**src/rtl/frame_draw_ctrl.sv**
```systemverilog
`timescale 1ns/1ps
// frame_draw_ctrl
//
// Sequences the pixel passes that repaint the road background and the car
// sprite. After reset it paints the full background and then draws the car.
// After that it waits for frame ticks. Each tick can start one of two
// updates:
//   - a full repaint (background, then car), or
//   - a lane move (restore the background under the old car, then draw the
//     car at the new lane).
// Every output is registered. The controller is an FSM with the states
// StBg, StIdle, StErase and StDraw.
//
// Optional build macro:
//   LANE_DEBOUNCE_EN - a lane request is accepted only when the same value is
//                      sampled on two consecutive accepted frame ticks.
//
// Ports:
//   iClock        in   system clock, rising edge
//   iResetn       in   asynchronous active-low reset
//   iFrameTick    in   one-cycle frame-start pulse
//   lane_select   in   requested lane: 00=L1, 01=L2, 10=L3, 11=L2
//   iRedraw       in   level request for a full background repaint
//   oLdBackground out  background pass enable
//   oLdErase      out  background-restore pass over the old car rectangle
//   oLdDraw       out  car sprite pass enable
//   oCount        out  pixel index within the current pass
//   oLaneX        out  car X origin for the current erase/draw pass
//   oBusy         out  any pass active
//   oDone         out  one-cycle pulse after the last car pixel
//   oOverrun      out  sticky: a frame tick arrived while busy
module frame_draw_ctrl #(
    parameter int unsigned BG_PIXELS  = 19200,
    parameter int unsigned CAR_PIXELS = 200,
    parameter int unsigned LANE_1_X   = 40,
    parameter int unsigned LANE_2_X   = 80,
    parameter int unsigned LANE_3_X   = 120
) (
    input  logic        iClock,
    input  logic        iResetn,
    input  logic        iFrameTick,
    input  logic [1:0]  lane_select,
    input  logic        iRedraw,
    output logic        oLdBackground,
    output logic        oLdErase,
    output logic        oLdDraw,
    output logic [14:0] oCount,
    output logic [8:0]  oLaneX,
    output logic        oBusy,
    output logic        oDone,
    output logic        oOverrun
);

    typedef enum logic [1:0] {StBg, StIdle, StErase, StDraw} state_t;

    localparam logic [1:0]  LANE_L1  = 2'b00;
    localparam logic [1:0]  LANE_L2  = 2'b01;
    localparam logic [1:0]  LANE_L3  = 2'b10;
    localparam logic [14:0] BG_LAST  = 15'(BG_PIXELS - 1);
    localparam logic [14:0] CAR_LAST = 15'(CAR_PIXELS - 1);

    state_t     r_state;
    logic [1:0] r_lane;      // lane the car is currently drawn in
    logic [1:0] r_new_lane;  // lane for the next DRAW pass
    logic [1:0] w_sample;    // lane_select with 11 folded onto L2
    logic [1:0] w_accept;    // lane accepted from this tick's sample

    function automatic logic [8:0] lane_x(input logic [1:0] lane);
        case (lane)
            LANE_L1: lane_x = 9'(LANE_1_X);
            LANE_L3: lane_x = 9'(LANE_3_X);
            default: lane_x = 9'(LANE_2_X);
        endcase
    endfunction

    assign w_sample = (lane_select == 2'b11) ? LANE_L2 : lane_select;

`ifdef LANE_DEBOUNCE_EN
    logic [1:0] r_prev_sample;  // sample taken on the previous accepted tick

    // A glitch that lasts only one tick falls back to the drawn lane.
    assign w_accept = (w_sample == r_prev_sample) ? w_sample : r_lane;
`else
    assign w_accept = w_sample;
`endif

    always_ff @(posedge iClock or negedge iResetn) begin
        if (!iResetn) begin
            r_state       <= StBg;
            r_lane        <= LANE_L2;
            r_new_lane    <= LANE_L2;
            oLdBackground <= 1'b0;
            oLdErase      <= 1'b0;
            oLdDraw       <= 1'b0;
            oCount        <= '0;
            oLaneX        <= '0;
            oBusy         <= 1'b0;
            oDone         <= 1'b0;
            oOverrun      <= 1'b0;
`ifdef LANE_DEBOUNCE_EN
            r_prev_sample <= LANE_L2;
`endif
        end else begin
            oDone <= 1'b0;
            // Ticks seen while a pass runs are dropped, only flagged.
            if (iFrameTick && oBusy) begin
                oOverrun <= 1'b1;
            end

            case (r_state)
                StBg: begin
                    if (!oLdBackground) begin
                        // First cycle out of reset: start the pass and
                        // take the power-up lane directly.
                        oLdBackground <= 1'b1;
                        oBusy         <= 1'b1;
                        oCount        <= '0;
                        r_new_lane    <= w_sample;
`ifdef LANE_DEBOUNCE_EN
                        r_prev_sample <= w_sample;
`endif
                    end else if (oCount == BG_LAST) begin
                        oLdBackground <= 1'b0;
                        oLdDraw       <= 1'b1;
                        oCount        <= '0;
                        oLaneX        <= lane_x(r_new_lane);
                        r_state       <= StDraw;
                    end else begin
                        oCount <= oCount + 15'd1;
                    end
                end

                StIdle: begin
                    if (iFrameTick) begin
`ifdef LANE_DEBOUNCE_EN
                        r_prev_sample <= w_sample;
`endif
                        if (iRedraw) begin
                            oLdBackground <= 1'b1;
                            oBusy         <= 1'b1;
                            oCount        <= '0;
                            r_new_lane    <= w_accept;
                            r_state       <= StBg;
                        end else if (w_accept != r_lane) begin
                            oLdErase   <= 1'b1;
                            oBusy      <= 1'b1;
                            oCount     <= '0;
                            oLaneX     <= lane_x(r_lane);
                            r_new_lane <= w_accept;
                            r_state    <= StErase;
                        end
                    end
                end

                StErase: begin
                    if (oCount == CAR_LAST) begin
                        oLdErase <= 1'b0;
                        oLdDraw  <= 1'b1;
                        oCount   <= '0;
                        oLaneX   <= lane_x(r_new_lane);
                        r_state  <= StDraw;
                    end else begin
                        oCount <= oCount + 15'd1;
                    end
                end

                StDraw: begin
                    if (oCount == CAR_LAST) begin
                        oLdDraw <= 1'b0;
                        oBusy   <= 1'b0;
                        oCount  <= '0;
                        oDone   <= 1'b1;
                        r_lane  <= r_new_lane;
                        r_state <= StIdle;
                    end else begin
                        oCount <= oCount + 15'd1;
                    end
                end

                default: r_state <= StBg;
            endcase
        end
    end

endmodule

```
**config.mk**
```make
export PLATFORM = sky130hd
export DESIGN_NAME = frame_draw_ctrl
export DESIGN_NICKNAME = d
export VERILOG_FILES = /design/src/rtl/frame_draw_ctrl.sv
export SDC_FILE = /design/constraint.sdc
export NUM_CORES = 1
export LEC_CHECK = 0
export CORE_ASPECT_RATIO = 1.1
export CORE_UTILIZATION = 30
export CTS_CLUSTER_SIZE = 8
export DETAILED_ROUTE_END_ITERATION = 10
export PLACE_DENSITY = 0.59
export SYNTH_ARGS = -nofsm -noshare
export SYNTH_HDL_FRONTEND = slang
export SYNTH_SLANG_ARGS = --single-unit
```
**constraint.sdc**
```tcl
create_clock -name iClock -period 2.7 [get_ports iClock]
set_clock_uncertainty 0.05 [all_clocks]
set_input_delay 0.54 -clock iClock [delete_from_list [all_inputs] [get_ports iClock]]
set_output_delay 0.54 -clock iClock [all_outputs]
set_load 0.02 [all_outputs]
```
# --- Yosys cells after proc, flatten, opt, wreduce, memory -nomap -nowiden ---
# Index checks and enable logic that the tools add are counted.
totals:
  register_bits: 36
  in_bits: 6
  wordCells: 100
classes:
  addsub: 1
  eq_ne: 19
  muxes: 50
  reduce_logical: 19
op_table:
  columns: ["operator", "n"]
  rows:
  - ["$mux W15", 6]
  - ["$mux W9", 6]
  - ["$pmux W15 S3", 1]
  - ["$pmux W7 S2", 2]
  - ["$pmux W9 S3", 1]
  - ["$mux W2", 12]
  - ["$ne A2 B2 Y1 const B", 9]
  - ["$mux W1", 16]
  - ["$add A15 B1 Y15 const B", 1]
  - ["$eq A15 B15 Y1 const B", 1]
  - ["$eq A15 B8 Y1 const B", 1]
  - ["$reduce_and A5 Y1", 3]
  - ["$eq A2 B2 Y1 const B", 5]
  - ["$reduce_bool A3 Y1", 3]
  - ["$pmux W2 S4", 1]
  - ["$reduce_and A7 Y1", 1]
  - ["$logic_not A2 Y1", 3]
  - ["$pmux W1 S3", 2]
  - ["$reduce_and A6 Y1", 1]
  - ["$pmux W1 S2", 2]
  - ["$pmux W2 S2", 1]
  - ["$reduce_and A2 Y1", 2]
  - ["$reduce_and A4 Y1", 1]
  - ["$reduce_bool A2 Y1", 2]
  - ["6 further kinds", 6]

# --- Longest topological paths before layout ---
# Gate-level depths: netlist of run 1.
depth:
  depth_word: 7
  ltp_mapped: 7

# --- Worst setup path before layout of run 1 ---
# OpenSTA, ideal clock, no wires.
synth_path:
  path_type: "flip-flop to flip-flop"
  startpoint: "register r_state[1]"
  endpoint: "register oCount[9]"
  setup_ps: 121
  arrival_time_ps: 2201
  required_ps: 2529
  path_slack_ps: 328
  path_stages_with_launch: 8
  synth_period_minus_slack_ps: 2372
  cell_sequence: "dfrtp_1 > inv_1 > ha_1 > or4b_2 > o221ai_2 > clkbuf_1 > nor3_1 > o22a_1"
synth_between:
  elab_chain_len: 3
synth_rtl:
  columns: ["element", "line", "text"]
  rows:
  - ["start, declared", "62", "state_t r_state;"]
  - ["start signal, assigned", "89", "r_state <= StBg;"]
  - ["start signal, assigned", "127", "r_state <= StDraw;"]
  - ["start signal, assigned", "143", "r_state <= StBg;"]
  - ["$eq A2 B2 Y1 / $eq A2 B1 Y1 (equally long branches)", "110", "case (r_state)"]
  - ["$reduce_or A2 Y1 (no source line), or another cell as far along", null, null]
  - ["$pmux W15 S3 / $reduce_and A2 Y1 (equally long branches)", null, null]
  - ["end signal, assigned", "129", "oCount <= oCount + 15'd1;"]
  - ["end signal, assigned", "163", "oCount <= oCount + 15'd1;"]
  - ["end signal, assigned", "176", "oCount <= oCount + 15'd1;"]
  - ["end, declared", "47", "output logic [14:0] oCount,"]
# Parallel ways exist; a longest one is shown, timed or not.
# A chain may end at the register's enable or synchronous reset.

# --- Worst setup path in the final report of run 1 ---
layout_path:
  startpoint: "input lane_select[1]"
  endpoint: "register oLaneX[4]"
layout_between:
  elab_chain_len: 5
layout_rtl:
  columns: ["element", "line", "text"]
  rows:
  - ["start, declared", "42", "input logic [1:0] lane_select,"]
  - ["$eq A2 B2 Y1", "76", "assign w_sample = (lane_select == 2'b11) ? LANE_L2 : lane_select;"]
  - ["$mux W2 (*)", "76", null]
  - ["$ne A2 B2 Y1 (*)", "144", "end else if (w_accept != r_lane) begin"]
  - ["$ne A2 B2 Y1 (no source line) (*)", null, null]
  - ["$reduce_and A7 Y1 (no source line) (*)", null, null]
  - ["end signal, assigned", "126", "oLaneX <= lane_x(r_new_lane);"]
  - ["end signal, assigned", "148", "oLaneX <= lane_x(r_lane);"]
  - ["end signal, assigned", "160", "oLaneX <= lane_x(r_new_lane);"]
  - ["end, declared", "48", "output logic [8:0] oLaneX,"]
# Mark *: on every way between the ends. The rest lies on a longest branch, timed or not.

==> impl_metrics.ini, run 1 <==
[route]
drt_first_iter_violations = 66
avgRoutedWirePerCell_um = 14.1
firstDrtPassIters = 4
routed_wl_um = 4410
via_count = 1575
viasPerCell = 5.05
detail-route-antenna-nets = 0
drcViolationCount = 0

[synth]
ys_ff_latch = 29
synth.distinct_cells = 49
synth_top_family_by_area = simple AND/OR/NAND/NOR gates
synth_warnings = 0
synth_edf_count = 0
synthMuxAreaShare_pct = 6.59
yosys.area_share.adder_pct = 4.91
synth_xor_xnor_area_share_pct = 0.491
synthSimpleGateAreaFrac_pct = 23.3
yosys.area.top_type = dfrtp_1
synthCells = 187
postSynth.asyncResetShare_pct = 100
synth-compound-area-share_pct = 18.5
yosysTopAreaCellShare_pct = 37.8
avgSynthCellArea_um2 = 9.55
syn_area_um2 = 1790
ys.flop_type = dfrtp_1
synth.area.top_cells = dfrtp_1, ha_1, o21ai_0, nand2_1, buf_4
synth-seq-area-share_pct = 40.8

[global_routing]
antenna_found_initial = 0
grt_pass1_wl_um = 7530
grt-ovfl-total = 0
grt_max_degree = 30
track_usage_pct = 15.8
grt_pass1_vias = 1557

[layout]
num_antenna_cells = 0
fin_util_pct = 40.6
area.growth.synth_to_final_pct = 31.3
design_area_um2 = 2340
fill_cells = 588
drive_gt1_share_pct = 15.7
fin_nets = 247

[worst_setup_path]
worstSetupStartpointType = input port
path_class = in -> reg
worstPathMaxFanout = 3
critPathArrivalTime_ns = 2.53
end_kind = register
required_ns = 2.81

[clocking]
cts_setup_buffers = 0
root_buffer = clkbuf_8
clk_latency_ns = 0.28
path_clk_slew_ns = 0.06
cts_htree_levels = 2
cts_buffers = 5
hold_buffers = 0
clock_sinks = 29
clockBufferDepth = 2
cts_resized = 0
cts_tree = done

[place]
gp_congestion = 0.804
post-dp-hpwl_um = 3220
io_buffers = 30
placed_cell_area_um2 = 2250

[sta]
max_freq_mhz = 413
worstMarginPinSlew_ns = 0.648
period_minus_slack_ns = 2.42
slew_viol_final = 0
fin_crit_sh_pct = 89.7
relSlewSlack_pct = 56.8
hold_viol = 0
setup_violations = 0
rsz0062_at_grt = no

[status]
outcome = finished clean

[pwr]
irDropWorstVdd_v = 0.000349
p_leak_nw = 1.01
power_per_cell_area_nw_per_um2 = 791

[floorplan]
die_w_um = 75.6
placementRows = 29
coreArea_um2 = 5770
ios = 36
fp.dieArea_um2 = 6260
start_util_pct = 30.9
die-height_um = 82.9

[min_path]
hp-class = reg -> reg

[job]
drv_cap = 0
-- worst max-delay path: stages --
cell             delay [ns]
clkdlybuf4s50_1        0.45
nor2b_1                0.15
and3b_1                0.16
or4_1                  0.50
a221o_1                0.40
mux2_1                 0.32
-- metrics by stage --
step                      hold WS [ns]  power (mW)  cells  setup TNS (ns)  setup slack, ns
after floorplan                  0.194        1.20    191               0            0.328
after global placement           0.395        1.50    304               0           0.0272
after detailed placement         0.400        1.50    304        -0.00518         -0.00342
after CTS                        0.413        1.88    312               0            0.279
after global routing             0.422        2.01    312               0            0.106
final                            0.407        1.85    312               0            0.278
-- metal layers --
| metal | track usage [%] | part of all wire [%] | wire length (um) |
|---|---|---|---|
| met4 | 5.89 | 0.57 | 25 |
| met1 | 21.0 | 47 | 2090 |
| met5 | 0 | 0 | 0 |
| met2 | 24.3 | 49 | 2150 |
| met3 | 4.13 | 3.3 | 144 |
-- flip-flops by register name, summed over array words and instances, names as in the netlist, 2 cells and up --
| register | flops |
|---|---|
| r_lane | 2 |
| oCount | 15 |
| oLaneX | 2 |
| r_state | 2 |
| r_new_lane | 2 |
-- cells in the mapped netlist, types with 3 or more instances --
| master | count |
|---|---|
| dfrtp_1 | 27 |
| nand2_1 | 20 |
| o21ai_0 | 16 |
| a21oi_1 | 8 |
| inv_1 | 8 |
| buf_4 | 7 |
| ha_1 | 7 |
| nand3_1 | 7 |
| nor3_1 | 7 |
| a22o_1 | 6 |
| mux2i_1 | 5 |
| nor2_1 | 5 |
| mux2_2 | 4 |
| nand2b_1 | 4 |
| nand4_1 | 4 |
| a21o_1 | 3 |
| and3_1 | 3 |
| nor2b_1 | 3 |
| o22ai_1 | 3 |
-- cells by family (layout without fill, tap and decap cells) --
logic type | after synthesis | count (layout)
xor+xnor | 1 | 1
other cells | 1 | 5
compound gates | 49 | 49
fa+ha+maj | 7 | 7
buf+inv | 18 | 62
simple gates | 71 | 71
mux | 11 | 11
flops | 29 | 29
-- final timing paths --
check | start | end | slack [ns] | depth (start not counted)
min in group asynchronous | iResetn | oLdErase | 0.61 | 2
setup reg to reg | r_state[1] | oCount[4] | 0.35 | 8
max in group asynchronous | iResetn | r_lane[0] | 1.66 | 2
setup / recovery | lane_select[1] | oLaneX[4] | 0.28 | 6
hold reg to reg | oOverrun | oOverrun | 0.41 | 1
hold / removal | oOverrun | oOverrun | 0.41 | 1
-- power breakdown --
part | internal [mW] | switching, mW | leakage (nW)
combinational | 0.384 | 0.518 | 0.605
sequential | 0.514 | 0.0754 | 0.357
clock | 0.207 | 0.155 | 0.0455
total | 1.10 | 0.748 | 1.01
-- cells in the final DEF, fill, tap and decap left out, types with 3 or more instances in the layout --
cell             count
clkdlybuf4s50_1     30
dfrtp_1             27
nand2_1             20
o21ai_0             16
buf_4               16
inv_1                8
a21oi_1              8
nand3_1              7
nor3_1               7
ha_1                 7
a22o_1               6
clkbuf_8             6
nor2_1               5
mux2i_1              5
conb_1               5
nand4_1              4
nand2b_1             4
mux2_2               4
and3_1               3
o22ai_1              3
a21o_1               3
nor2b_1              3
-- final cells by class --
cell class | count | area (um^2) | area share [%]
Multi-Input combinational cell | 144 | 978 | 41.8
Tap cell | 77 | 96.3 | 4.11
Timing Repair Buffer | 46 | 420 | 17.9
Clock buffer | 8 | 90.1 | 3.84
Inverter | 8 | 30.0 | 1.28
Sequential cell | 29 | 728 | 31.1
Note: power is estimated with default switching activity, not from simulation.
==> run 2: changes to the inputs <==
Settings changed: GPL_ROUTABILITY_DRIVEN from default to 0.
==> results of run 2 <==
Final layout, timing and power as in run 1 (identical DEF).
==> run 3: changes to the inputs <==
Settings changed: RECOVER_POWER from default to 50.
==> run 3 against run 2 <==
The flow now finishes with violations (capacitance limit, slew limit). Worst setup slack improved by 0.0016 ns. Maximum frequency barely moved. Combinational power fell by 2%. Routed wire length fell by 0.29%. Critical path depth did not move. Global-route usage did not move. Utilization fell by 0.065 points. Critical endpoint unchanged. Largest power group unchanged.
==> impl_metrics.ini, run 3 (same netlist as run 1, synthesis figures left out) <==
[sta]
slew_viol_final = 30
worst_hold_slack_ns = 0.401
tns_ns = 0
fin_crit_sh_pct = 89.7
timing.final.ws_setup_ns = 0.279
setup_violations = 0
worstMarginPinSlew_ns = 1.68
max_freq_mhz = 413
rsz0062_at_grt = no
relSlewSlack_pct = -11.8
hold_viol = 0
period_minus_slack_ns = 2.42

[clocking]
clk_latency_ns = 0.28
cts_resized = 0
clockBufferDepth = 2
cts_tree = done
root_buffer = clkbuf_8
hold_buffers = 0
cts_buffers = 5
path_clk_slew_ns = 0.06
cts_htree_levels = 2
cts_setup_buffers = 0
clock_sinks = 29

[place]
post-dp-hpwl_um = 3220
placed_cell_area_um2 = 2250
io_buffers = 30
place_ws_ns = -0.00342
dp_cells = 304

[worst_setup_path]
r2r_end = oCount[4]
worstSetupStartpointType = input port
end_kind = register
critPathArrivalTime_ns = 2.53
path_class = in -> reg
cp.depth = 6
startpoint = lane_select[1]
slowest_delay_ns = 0.50
reg2regPathDepth = 8
r2r_start = r_state[1]
worstPathCellList = clkdlybuf4s50_1, nor2b_1, and3b_1, or4_1, a221o_1, mux2_1
required_ns = 2.81
path_buf_inv = 1
cp_top_family = simple AND/OR/NAND/NOR gates
r2r_setup_slack_ns = 0.35
worstPathMaxFanout = 3
endpoint = oLaneX[4]
cp_slowest_cell = or4_1

[layout]
design_area_um2 = 2340
final_cell_mix = dfrtp_1, nand2_1, clkdlybuf4s50_1
drive_gt1_share_pct = 15.3
top_register = oCount
num_antenna_cells = 0
finalNonFillerCells = 312
fin_nets = 247
area.growth.synth_to_final_pct = 31.0
fill_cells = 590
largest_reg_flops = 15
layout_commonest_cell = dfrtp_1

[global_routing]
track_usage_pct = 15.8
grt_pass1_vias = 1557
grt-ovfl-total = 0
antenna_found_initial = 0
grt_pass1_wl_um = 7530
grt_max_degree = 30

[route]
routed_wl_um = 4400
drcViolationCount = 0
firstDrtPassIters = 4
drt_first_iter_violations = 66
via_count = 1566
detail-route-antenna-nets = 0
viasPerCell = 5.02
avgRoutedWirePerCell_um = 14.1

[floorplan]
start_util_pct = 30.9
ios = 36
die_w_um = 75.6
die-height_um = 82.9
placementRows = 29
coreArea_um2 = 5770
fp.dieArea_um2 = 6260

[min_path]
whs_path_depth = 1
hp-class = reg -> reg

[pwr]
p_leak_nw = 0.999
power_per_cell_area_nw_per_um2 = 785
irDropWorstVdd_v = 0.000346

[status]
violations = capacitance limit, slew limit
outcome = complete, but fails checks

[job]
drv_cap = 1
run 3: cell types whose count changed in the layout (fill, tap and decap cells not counted), sizes merged:
cell and delta:
clkdlybuf4s50 -12, clkbuf +1, buf -1, dlygate4sd3 +12
run 3: metrics by stage:
stage,util (%),power [mW]
2_1_floorplan,-,1.20
3_3_place_gp,39.1,1.50
3_5_place_dp,39.1,1.50
4_1_cts,40.6,1.88
5_1_grt,40.6,2.00
6_report,40.6,1.84
run 3: power by group:
part | switching [mW] | internal, mW
sequential | 0.0740 | 0.514
clock | 0.154 | 0.207
combinational | 0.517 | 0.369
total | 0.745 | 1.09
run 3: layout make-up:
class	instances	area, um^2	area share, %
Tap cell	77	96.3	4.12
Multi-Input combinational cell	144	978	41.8
Sequential cell	29	728	31.1
Timing Repair Buffer	46	417	17.8
Clock buffer	8	90.1	3.85
Inverter	8	30.0	1.28
run 3: worst min-delay path by stage:
stage                         from       end  slack, ns
after floorplan            iResetn     oBusy       0.19
after global routing      oOverrun  oOverrun       0.42
after CTS                 oOverrun  oOverrun       0.41
after detailed placement  oOverrun  oOverrun       0.40
after global placement    oOverrun  oOverrun       0.40
final                     oOverrun  oOverrun       0.40
run 3: routing by layer:
metal  share of wire (%)  routed length [um]  track usage [%]  vias to the layer above
li1                    -                   -                -                      774
met1                  48                2110             21.0                      760
met2                  49                2140             24.3                       30
met3                 2.9                 126             4.13                        2
met4                0.57                  25             5.89                        0
met5                   0                   0                0                        -
